**src/rtl/uart_buffered_pkg.sv**
```systemverilog
// Shared types and constants for the buffered 8N1 UART.
package uart_buffered_pkg;

    typedef enum logic [1:0] {
        IDLE  = 2'd0,
        START = 2'd1,
        DATA  = 2'd2,
        STOP  = 2'd3
    } uart_state_t;

    localparam int unsigned DATA_BITS = 8;
    localparam logic        START_BIT = 1'b0;
    localparam logic        STOP_BIT  = 1'b1;

endpackage

```
**src/rtl/uart_byte_fifo.sv**
```systemverilog
// Byte FIFO feeding the UART serialiser; read data is registered on the read edge.
module uart_byte_fifo
    import uart_buffered_pkg::*;
#(
    parameter int unsigned DEPTH = 64,
    parameter int unsigned CNT_W = $clog2(DEPTH) + 1
) (
    input  logic                 clk,
    input  logic                 rst,
    input  logic                 wr,
    input  logic [DATA_BITS-1:0] wr_data,
    input  logic                 rd,
    output logic [DATA_BITS-1:0] rd_data,
    output logic                 full,
    output logic                 empty,
    output logic [CNT_W-1:0]     count
);

    localparam int unsigned AW = $clog2(DEPTH);

    logic [DATA_BITS-1:0] mem [DEPTH];
    logic [AW-1:0]        wr_ptr;
    logic [AW-1:0]        rd_ptr;
    logic                 wr_en;
    logic                 rd_en;
    logic [CNT_W-1:0]     count_next;

    // A write at full is still accepted when a read frees the slot in the same cycle.
    always_comb begin
        rd_en      = rd & ~empty;
        wr_en      = wr & (~full | rd_en);
        count_next = count;
        if (wr_en && !rd_en)
            count_next = count + CNT_W'(1);
        else if (rd_en && !wr_en)
            count_next = count - CNT_W'(1);
    end

    always_ff @(posedge clk or posedge rst) begin
        if (rst) begin
            wr_ptr  <= '0;
            rd_ptr  <= '0;
            rd_data <= '0;
            count   <= '0;
            full    <= 1'b0;
            empty   <= 1'b1;
        end else begin
            if (wr_en)
                wr_ptr <= wr_ptr + AW'(1);
            if (rd_en) begin
                rd_ptr  <= rd_ptr + AW'(1);
                rd_data <= mem[rd_ptr];
            end
            count <= count_next;
            full  <= (count_next == CNT_W'(DEPTH));
            empty <= (count_next == '0);
        end
    end

    always_ff @(posedge clk) begin
        if (wr_en)
            mem[wr_ptr] <= wr_data;
    end

endmodule

```
**src/rtl/uart_buffered.sv**
```systemverilog
// 8N1 UART with transmit FIFO and drain logic; UART_LOOPBACK_EN adds a
// loopback input that feeds the receiver from the internal tx line.
module uart_buffered
    import uart_buffered_pkg::*;
#(
    parameter int unsigned CLK_DIV    = 434,
    parameter int unsigned FIFO_DEPTH = 64,
    parameter int unsigned CNT_W      = $clog2(FIFO_DEPTH) + 1
) (
    input  logic                 clk,
    input  logic                 rst,
    input  logic [DATA_BITS-1:0] tx_data,
    input  logic                 tx_wr,
    output logic                 tx_full,
    output logic                 tx_empty,
    output logic [CNT_W-1:0]     tx_count,
    output logic                 tx_busy,
    output logic                 tx,
`ifdef UART_LOOPBACK_EN
    input  logic                 loopback,
`endif
    input  logic                 rx,
    output logic [DATA_BITS-1:0] rx_data,
    output logic                 rx_valid,
    output logic                 rx_error,
    output logic                 rx_busy
);

    localparam int unsigned DIV_W = $clog2(CLK_DIV);
    localparam int unsigned BIT_W = $clog2(DATA_BITS);

    logic                 rd;
    logic                 rd_z;
    logic [DATA_BITS-1:0] fifo_out;

    uart_byte_fifo #(
        .DEPTH (FIFO_DEPTH),
        .CNT_W (CNT_W)
    ) u_fifo (
        .clk     (clk),
        .rst     (rst),
        .wr      (tx_wr),
        .wr_data (tx_data),
        .rd      (rd),
        .rd_data (fifo_out),
        .full    (tx_full),
        .empty   (tx_empty),
        .count   (tx_count)
    );

    // rd_z blocks a second pop while the popped byte is still on its way into the serialiser.
    assign rd = ~tx_empty & ~tx_busy & ~rd_z;

    always_ff @(posedge clk or posedge rst) begin
        if (rst)
            rd_z <= 1'b0;
        else
            rd_z <= rd;
    end

    uart_state_t          tx_state, tx_state_next;
    logic [DIV_W-1:0]     tx_cnt, tx_cnt_next;
    logic [BIT_W-1:0]     tx_bit, tx_bit_next;
    logic [DATA_BITS-1:0] tx_shreg, tx_shreg_next;
    logic                 tx_next;
    logic                 tx_busy_next;
    logic                 tx_bit_done;

    always_ff @(posedge clk or posedge rst) begin
        if (rst) begin
            tx_state <= IDLE;
            tx_cnt   <= '0;
            tx_bit   <= '0;
            tx_shreg <= '0;
            tx       <= 1'b1;
            tx_busy  <= 1'b0;
        end else begin
            tx_state <= tx_state_next;
            tx_cnt   <= tx_cnt_next;
            tx_bit   <= tx_bit_next;
            tx_shreg <= tx_shreg_next;
            tx       <= tx_next;
            tx_busy  <= tx_busy_next;
        end
    end

    // Serialiser: rd_z is the transmit strobe that loads fifo_out.
    always_comb begin
        tx_state_next = tx_state;
        tx_cnt_next   = tx_cnt;
        tx_bit_next   = tx_bit;
        tx_shreg_next = tx_shreg;
        tx_next       = tx;
        tx_busy_next  = tx_busy;
        tx_bit_done   = (tx_cnt == DIV_W'(CLK_DIV - 1));
        if (tx_state != IDLE)
            tx_cnt_next = tx_bit_done ? '0 : tx_cnt + DIV_W'(1);
        case (tx_state)
            IDLE: begin
                if (rd_z) begin
                    tx_state_next = START;
                    tx_cnt_next   = '0;
                    tx_shreg_next = fifo_out;
                    tx_next       = START_BIT;
                    tx_busy_next  = 1'b1;
                end
            end
            START: begin
                if (tx_bit_done) begin
                    tx_state_next = DATA;
                    tx_bit_next   = '0;
                    tx_next       = tx_shreg[0];
                end
            end
            DATA: begin
                if (tx_bit_done) begin
                    if (tx_bit == BIT_W'(DATA_BITS - 1)) begin
                        tx_state_next = STOP;
                        tx_next       = STOP_BIT;
                    end else begin
                        tx_bit_next   = tx_bit + BIT_W'(1);
                        tx_shreg_next = tx_shreg >> 1;
                        tx_next       = tx_shreg[1];
                    end
                end
            end
            STOP: begin
                if (tx_bit_done) begin
                    tx_state_next = IDLE;
                    tx_next       = 1'b1;
                    tx_busy_next  = 1'b0;
                end
            end
            default: tx_state_next = IDLE;
        endcase
    end

    logic rx_src;
    logic rx_s1, rx_s2, rx_prev;

`ifdef UART_LOOPBACK_EN
    assign rx_src = loopback ? tx : rx;
`else
    assign rx_src = rx;
`endif

    always_ff @(posedge clk or posedge rst) begin
        if (rst) begin
            rx_s1   <= 1'b1;
            rx_s2   <= 1'b1;
            rx_prev <= 1'b1;
        end else begin
            rx_s1   <= rx_src;
            rx_s2   <= rx_s1;
            rx_prev <= rx_s2;
        end
    end

    uart_state_t          rx_state, rx_state_next;
    logic [DIV_W-1:0]     rx_cnt, rx_cnt_next;
    logic [BIT_W-1:0]     rx_bit, rx_bit_next;
    logic [DATA_BITS-1:0] rx_shreg, rx_shreg_next;
    logic [DATA_BITS-1:0] rx_data_next;
    logic                 rx_valid_next;
    logic                 rx_error_next;
    logic                 rx_busy_next;
    logic                 rx_full_bit;
    logic                 rx_half_bit;

    always_ff @(posedge clk or posedge rst) begin
        if (rst) begin
            rx_state <= IDLE;
            rx_cnt   <= '0;
            rx_bit   <= '0;
            rx_shreg <= '0;
            rx_data  <= '0;
            rx_valid <= 1'b0;
            rx_error <= 1'b0;
            rx_busy  <= 1'b0;
        end else begin
            rx_state <= rx_state_next;
            rx_cnt   <= rx_cnt_next;
            rx_bit   <= rx_bit_next;
            rx_shreg <= rx_shreg_next;
            rx_data  <= rx_data_next;
            rx_valid <= rx_valid_next;
            rx_error <= rx_error_next;
            rx_busy  <= rx_busy_next;
        end
    end

    // Deserialiser: half a bit to the start-bit centre, then one bit period per sample.
    always_comb begin
        rx_state_next = rx_state;
        rx_cnt_next   = rx_cnt + DIV_W'(1);
        rx_bit_next   = rx_bit;
        rx_shreg_next = rx_shreg;
        rx_data_next  = rx_data;
        rx_valid_next = 1'b0;
        rx_error_next = 1'b0;
        rx_full_bit   = (rx_cnt == DIV_W'(CLK_DIV - 1));
        rx_half_bit   = (rx_cnt == DIV_W'(CLK_DIV / 2 - 1));
        case (rx_state)
            IDLE: begin
                rx_cnt_next = '0;
                if (rx_prev && !rx_s2)
                    rx_state_next = START;
            end
            START: begin
                if (rx_half_bit) begin
                    rx_cnt_next   = '0;
                    rx_bit_next   = '0;
                    rx_state_next = rx_s2 ? IDLE : DATA;
                end
            end
            DATA: begin
                if (rx_full_bit) begin
                    rx_cnt_next   = '0;
                    rx_shreg_next = {rx_s2, rx_shreg[DATA_BITS-1:1]};
                    if (rx_bit == BIT_W'(DATA_BITS - 1))
                        rx_state_next = STOP;
                    else
                        rx_bit_next = rx_bit + BIT_W'(1);
                end
            end
            STOP: begin
                if (rx_full_bit) begin
                    rx_cnt_next   = '0;
                    rx_state_next = IDLE;
                    if (rx_s2 == STOP_BIT) begin
                        rx_data_next  = rx_shreg;
                        rx_valid_next = 1'b1;
                    end else begin
                        rx_error_next = 1'b1;
                    end
                end
            end
            default: rx_state_next = IDLE;
        endcase
        rx_busy_next = (rx_state_next != IDLE);
    end

endmodule

```
**config.mk**
```make
export PLATFORM = sky130hd
export DESIGN_NAME = uart_buffered
export DESIGN_NICKNAME = d
export VERILOG_FILES = /design/src/rtl/uart_buffered_pkg.sv /design/src/rtl/uart_byte_fifo.sv /design/src/rtl/uart_buffered.sv
export SDC_FILE = /design/constraint.sdc
export NUM_CORES = 1
export LEC_CHECK = 0
export BUFFER_PORTS_ARGS = -buffer_cell sky130_fd_sc_hd__buf_2
export CAP_MARGIN = 25
export CORE_AREA = 10 10 225 227
export CTS_CLUSTER_DIAMETER = 40
export CTS_CLUSTER_SIZE = 12
export DETAILED_ROUTE_END_ITERATION = 8
export DIE_AREA = 0 0 235 237
export PLACE_DENSITY = 0.8
export RECOVER_POWER = 25
export SLEW_MARGIN = 10
export SYNTH_ARGS = -nofsm -noshare
export SYNTH_HDL_FRONTEND = slang
export SYNTH_HIERARCHICAL = 1
export SYNTH_SLANG_ARGS = --single-unit
```
**constraint.sdc**
```tcl
create_clock -name clk -period 7.35 [get_ports clk]
set_input_delay 1.47 -clock clk [delete_from_list [all_inputs] [get_ports clk]]
set_output_delay 1.47 -clock clk [all_outputs]
set_load 0.01 [all_outputs]
```
==> results of run 1 <==
## through the flow
stage               worst slack (ns)  hold slack (ns)  instances
finish                          3.08            0.359       2086
global route                    2.65            0.368       2086
CTS                             3.74            0.354       2086
detailed placement              3.39            0.347       1957
global placement                3.46            0.347       1957
floorplan                       4.37            0.345       1368
## area by class of cell
type	count	area (sq um)	share of cell area, %
clock buffer	86	1960	7.10
inverter	14	52.6	0.190
timing repair buffer	49	270	0.979
multi-input combinational	685	6450	23.4
clock inverter	43	459	1.66
tap	607	759	2.75
sequential	602	17600	63.9
## registers in the layout, indices dropped and copies added, names as in the netlist, 2 cells and up
signal / count
rx_state: 2
u_fifo/rd_ptr: 6
tx_cnt: 9
u_fifo/mem: 512
u_fifo/wr_ptr: 6
rx_cnt: 9
rx_bit: 3
u_fifo/rd_data: 8
rx_shreg: 8
u_fifo/count: 7
tx_state: 2
tx_shreg: 8
rx_data: 8
tx_bit: 3
## cells in the final DEF, fill, tap and decap left out, drive strengths merged, types with 8 or more instances in the layout
cell type	Yosys	layout
nand3b	8	8
xnor2	15	15
a21o	8	8
a211oi	19	19
inv	14	25
o21a	10	10
dfrtp	85	85
nor2b	11	11
o211ai	9	9
nand3	21	21
mux2i	71	71
a21oi	20	20
nor3	11	11
o22a	9	9
nand2	56	56
nor2	117	117
o21ai	21	21
mux4	106	106
mux2	34	34
clkbuf	19	94
clkinv	0	23
edfxtp	512	512
nand2b	9	9
buf	48	41
ha	17	17
o32ai	8	8
## power by group through the flow
stage          combinational [W]  sequential, W  clock (W)
2_1_floorplan           0.000345        0.00401          0
3_3_place_gp            0.000507        0.00406          0
3_5_place_dp            0.000528        0.00407          0
4_1_cts                 0.000534        0.00400    0.00360
5_1_grt                 0.000575        0.00403    0.00375
6_report                0.000533        0.00401    0.00356
## how the worst max path moves through the flow
stage | startpoint | endpoint | slack (ns)
2_1_floorplan | rst | rd_z | 4.37
3_3_place_gp | tx_wr | u_fifo/mem[49][0] | 3.46
3_5_place_dp | tx_wr | u_fifo/mem[51][6] | 3.39
4_1_cts | rd_z | u_fifo/mem[51][6] | 3.74
5_1_grt | rst | rx_busy | 2.65
6_report | tx_data[0] | u_fifo/mem[21][0] | 3.08
## layer usage
layer / up-vias / global-route usage, % / wire (um)
met5: - / 0 / 0
met4: 0 / 9.29 / 2250
met3: 169 / 4.27 / 5610
met2: 832 / 30.7 / 25800
met1: 6687 / 26.5 / 21500
li1: 5589 / - / -
## cells by family after synthesis
kind of cell	Yosys count	synth area share, %
flip-flops	602	71.6
XOR/XNOR	20	0.712
multiplexers	211	14.2
AND/OR/NAND/NOR	291	6.11
buffers and inverters	81	2.12
adder cells (fa/ha/maj)	17	0.864
AO/OA/AOI/OAI	146	4.41
==> results_dict.tcl, run 1 <==
set metrics [dict create \
    syn_area_per_cell_sq_um 18.0 \
    finalHoldViolCount 0 \
    p_leak_nw 9.22 \
    synth_edf_count 512 \
    cts_resized 0 \
    viasPerCell 6.36 \
    clk_pin_slew_worst_paths_ns 0.05 \
    rr_endpoint "u_fifo/mem[62][6]" \
    drive_above_1_share_pct 21.9 \
    hold_class "reg2reg" \
    cts_buffer_depth 3 \
    p_sw_share_pct 23.7 \
    failed_checks "max-capacitance violations, max-slew violations" \
    synth_area_leaders "edfxtp_1, mux4_2, dfrtp_1" \
    final_cell_area_sq_um 27600 \
    post-route-util_pct 59.8 \
    coreArea_sq_um 46200 \
    outcome "complete, but fails checks" \
    finalCritPeriodShare_pct 58.1 \
    antenna_found_initial 0 \
    die_area_sq_um 55700 \
    area_growth_pct 12.1 \
    reg2reg_from "rd_z" \
    power_switching_w 0.00192 \
    holdPathEnd "rx_s2" \
    power_density_nw_per_um2 294 \
    via_count 13300 \
    n_antenna_cell 0 \
    clkPwrFrac_pct 43.9 \
    ys_seq_area_share_pct 71.6 \
    worstMarginPinSlew_ns 3.58 \
    synth_flop_cell "edfxtp_1" \
    hold_depth 0 \
    grt_util_all_layers_pct 19.8 \
    place_congestion 0.846 \
    finalNetCount 1456 \
    drtIter0Drc 1860 \
    pwr-share-comb_pct 6.6 \
    avgRoutedWirePerCell_um 26.5 \
    critPathBufInv 2 \
    grt_pass1_vias 13400 \
    yosysMostFrequentCell "edfxtp_1" \
    ys_top_cells_by_count "edfxtp_1, nor2_1, mux4_2" \
    r2r_slack_ns 3.16 \
    report.final.setup_viol 0 \
    cts_root_buf "clkbuf_16" \
    drc 0 \
    ys_seq_elements 602 \
    hp-start "rx_s1" \
    h-tree-depth 3 \
    detail-route-antenna-nets 0 \
    grt_pass1_wl_um 84800 \
    cts_tree "done" \
    rr_worst_depth 6 \
    synth-async-reset-ratio_pct 15.0 \
    slowest_stage "clkbuf_1" \
    arrival_ns 4.12 \
    placed_cell_area_sq_um 25200 \
    synth_area_sq_um 24600 \
    seq_power_share_pct 49.5 \
    die_y_um 237 \
    nFillCells 3159 \
    max-vdd-ir-drop_mv 0.179 \
    maxSlewHeadroom_pct -139 \
    cts_buffers 75 \
    period_minus_slack_ns 4.27 \
    timing.fmax_ghz 0.234 \
    start_util_pct 53.3 \
    crit_fanout 64 \
    drt_wl_total_um 55200 \
    required_ns 7.20 \
    fp.dieW_um 235 \
    skew_ns 0.0461 \
    crit_path_end_kind "flop" \
    yosysTopAreaCellShare_pct 62.5 \
    p_int_w 0.00618 \
    clock-sinks 602 \
    fin_tns_setup_ns 0 \
    synth.distinct_cells 81 \
    yosys_warnings 6 \
    drv_slew 417 \
    grt_overflow 0 \
    rsz0062_at_grt "no" \
    cp.depth 2 \
    synth_top_area_cell "edfxtp_1" \
    synth_nets 1397 \
    holdBufCountCts 0 \
    cap_violations 7 \
    crit_chain "buf_2 > clkbuf_1" \
    synth_cells 1368 \
    grt_max_degree 77 \
    rows 79 \
    crit_family "buffers and inverters" \
    start_kind "primary input" \
    dp_hpwl_um 31800 \
    io_buffer_count 33 \
    slowest_delay_ns 2.49 \
    clk_latency_ns 0.61 \
    worstSetupPathType "in2reg" \
    firstDrtPassIters 6 \
    cts_setup_buffers 0 \
    design_power_total_w 0.00810 \
    io_pins 34 \
]
Power figures use the tool's default switching activity.
==> run 2: changes to the inputs <==
--- a/config.mk
+++ b/config.mk
@@ -5,14 +5,15 @@
 export SDC_FILE = /design/constraint.sdc
 export NUM_CORES = 1
 export LEC_CHECK = 0
+export ABC_AREA = 1
 export BUFFER_PORTS_ARGS = -buffer_cell sky130_fd_sc_hd__buf_2
 export CAP_MARGIN = 25
-export CORE_AREA = 10 10 225 227
+export CORE_AREA = 10 10 231 233
 export CTS_CLUSTER_DIAMETER = 40
 export CTS_CLUSTER_SIZE = 12
 export DETAILED_ROUTE_END_ITERATION = 8
-export DIE_AREA = 0 0 235 237
-export PLACE_DENSITY = 0.8
+export DIE_AREA = 0 0 241 243
+export PLACE_DENSITY = 0.83
 export RECOVER_POWER = 25
 export SLEW_MARGIN = 10
 export SYNTH_ARGS = -nofsm -noshare
==> constraint.sdc (replaced) <==
create_clock -name clk -period 3.5 [get_ports clk]
set_input_delay 0.7 -clock clk [delete_from_list [all_inputs] [get_ports clk]]
set_output_delay 0.7 -clock clk [all_outputs]
set_load 0.01 [all_outputs]
==> run 2 against run 1 <==
The flow still finishes with violations (max-capacitance violations, max-slew violations). Clock power grew 99%. Critical path depth increased by 5. Sequential cell count unchanged. Clock skew is 0.024 ns lower. Final area rose by 5.7%. Sequential power up 110%. Final cell count grew 54%. Worst hold slack lost 0.14 ns. Critical path type is now reg2reg. Critical endpoint is now u_fifo/mem[24][2].
==> results_dict.tcl, run 2 <==
set metrics [dict create \
    finalNetCount 2579 \
    clock-sinks 602 \
    ys_seq_elements 602 \
    ys_seq_area_share_pct 67.7 \
    die_area_sq_um 58600 \
    h-tree-depth 3 \
    viasPerCell 5.74 \
    crit_family "simple AND/OR/NAND/NOR gates" \
    drt_wl_total_um 63400 \
    outcome "complete, but fails checks" \
    cts_buffers 73 \
    ys_top_cells_by_count "nand2_1, edfxtp_1, nand3_1" \
    synth.distinct_cells 43 \
    synth_area_leaders "edfxtp_1, nand2_1, dfrtp_1" \
    dp_hpwl_um 37100 \
    n_antenna_cell 0 \
    cts_tree "done" \
    drtIter0Drc 2208 \
    final_cell_area_sq_um 29200 \
    syn_area_per_cell_sq_um 10.5 \
    grt_max_degree 157 \
    rsz0062_at_grt "no" \
    hold_depth 1 \
    drive_above_1_share_pct 9.41 \
    finalHoldViolCount 0 \
    synth_edf_count 512 \
    failed_checks "max-capacitance violations, max-slew violations" \
    drv_slew 365 \
    avgRoutedWirePerCell_um 19.7 \
    largestRegisters "u_fifo/mem (512), rx_cnt (9), tx_cnt (9)" \
    power_density_nw_per_um2 571 \
    start_kind "flop" \
    cts_buffer_depth 3 \
    hold_class "in2reg" \
    fp.dieW_um 241 \
    cp.depth 7 \
    placed_cell_area_sq_um 27000 \
    crit_chain "nor3_1 > nand2_1 > a21oi_1 > buf_4 > nand4_1 > buf_4 > nor2_1" \
    cts_setup_buffers 0 \
    start_util_pct 53.6 \
    crit_path_end_kind "flop" \
    grt_pass1_wl_um 98900 \
    worstMarginPinSlew_ns 2.00 \
    cts_root_buf "clkbuf_16" \
    p_leak_nw 11.9 \
    yosysTopAreaCellShare_pct 59.0 \
    finalCritPeriodShare_pct 91.0 \
    firstDrtPassIters 6 \
    cts_resized 0 \
    max-vdd-ir-drop_mv 0.381 \
    synth_top_area_cell "edfxtp_1" \
    arrival_ns 3.39 \
    antenna_found_initial 0 \
    reg2reg_from "rd_z" \
    final_common_cell "nand2_1" \
    largest_reg_flops 512 \
    holdBufCountCts 0 \
    rr_endpoint "u_fifo/mem[24][2]" \
    maxSlewHeadroom_pct -33.2 \
    r2r_slack_ns 0.32 \
    worstSetupPathType "reg2reg" \
    die_y_um 243 \
    area_growth_pct 12.0 \
    holdPathEnd "rx_s1" \
    skew_ns 0.0219 \
    timing.fmax_ghz 0.314 \
    rr_worst_depth 7 \
    io_pins 34 \
    place_congestion 0.943 \
    grt_util_all_layers_pct 21.5 \
    period_minus_slack_ns 3.18 \
    grt_pass1_vias 18100 \
    mostFrequentLayoutCells "nand2_1, edfxtp_1, nand3_1, inv_1, nor2_1" \
    synth_area_sq_um 26100 \
    rows 81 \
    regMostFlops "u_fifo/mem" \
    yosysMostFrequentCell "nand2_1" \
    detail-route-antenna-nets 0 \
    drc 0 \
    yosys_warnings 6 \
    critPathBufInv 2 \
    synth-async-reset-ratio_pct 15.0 \
    via_count 18500 \
    clk_latency_ns 0.58 \
    synth_nets 2522 \
    report.final.setup_viol 0 \
    fin_tns_setup_ns 0 \
    coreArea_sq_um 48600 \
    crit_fanout 13 \
    slowest_delay_ns 0.51 \
    hp-start "rx" \
    io_buffer_count 33 \
    crit_top_cell "buf_4" \
    cap_violations 7 \
    slowest_stage "nor2_1" \
    clk_pin_slew_worst_paths_ns 0.05 \
    synth_flop_cell "edfxtp_1" \
    required_ns 3.71 \
    grt_overflow 0 \
    synth_cells 2493 \
]
-- run 2: kinds of logic (layout without fill, tap and decap cells) --
kind of cell / after synthesis / in the layout / share of synthesized area, %
compound gates: 128 / 128 / 2.96
xor+xnor: 22 / 22 / 0.739
buf+inv: 349 / 450 / 5.71
simple gates: 1369 / 1369 / 21.9
flops: 602 / 602 / 67.7
mux: 6 / 6 / 0.230
fa+ha+maj: 17 / 17 / 0.816
-- run 2: routing by layer --
metal	wire [um]	global-route usage [%]
met3	7010	4.82
met1	24000	28.0
met4	2550	9.03
met5	0	0
met2	29800	34.3
-- run 2: worst reg2reg max path: stages, from the launching register on --
cell and delay, ns:
dfrtp_1 0.44, nor3_1 0.36, nand2_1 0.12, a21oi_1 0.39
buf_4 0.28, nand4_1 0.36, buf_4 0.34, nor2_1 0.52
-- run 2: power by group --
part           leakage, nW  switching (W)  total, W  internal (W)
logic                 5.07       0.000908   0.00124      0.000328
clock network         1.10        0.00286   0.00708       0.00422
registers             5.73       0.000218   0.00836       0.00814
-- run 2: cell type report --
cell class	count	area, sq um
Tap cell	622	778
Timing Repair Buffer	94	692
Clock buffer	89	1930
Inverter	237	896
Fill cell	3678	19500
Clock inverter	30	304
Multi-Input combinational cell	1542	6940
Sequential cell	602	17600
-- run 2: worst max path at each step --
stage          from  slack [ns]           endpoint
2_1_floorplan  rd_z        1.17  u_fifo/mem[12][0]
3_3_place_gp   rd_z        0.43  u_fifo/mem[24][4]
3_5_place_dp   rd_z        0.38  u_fifo/mem[24][2]
4_1_cts        rd_z        0.31  u_fifo/mem[24][6]
5_1_grt        rd_z        0.21  u_fifo/mem[24][1]
6_report       rd_z        0.32  u_fifo/mem[24][2]
-- run 2: metrics by stage --
stage          util, %  instances  hold slack (ns)  setup slack, ns  power [W]
6_report          60.0       3216            0.219            0.315     0.0167
5_1_grt           60.0       3216            0.193            0.208     0.0172
4_1_cts           60.1       3216            0.194            0.312     0.0167
3_5_place_dp      55.5       3097            0.348            0.380    0.00969
3_3_place_gp      55.5       3097            0.351            0.434    0.00963
2_1_floorplan        -       2493            0.345             1.17    0.00912
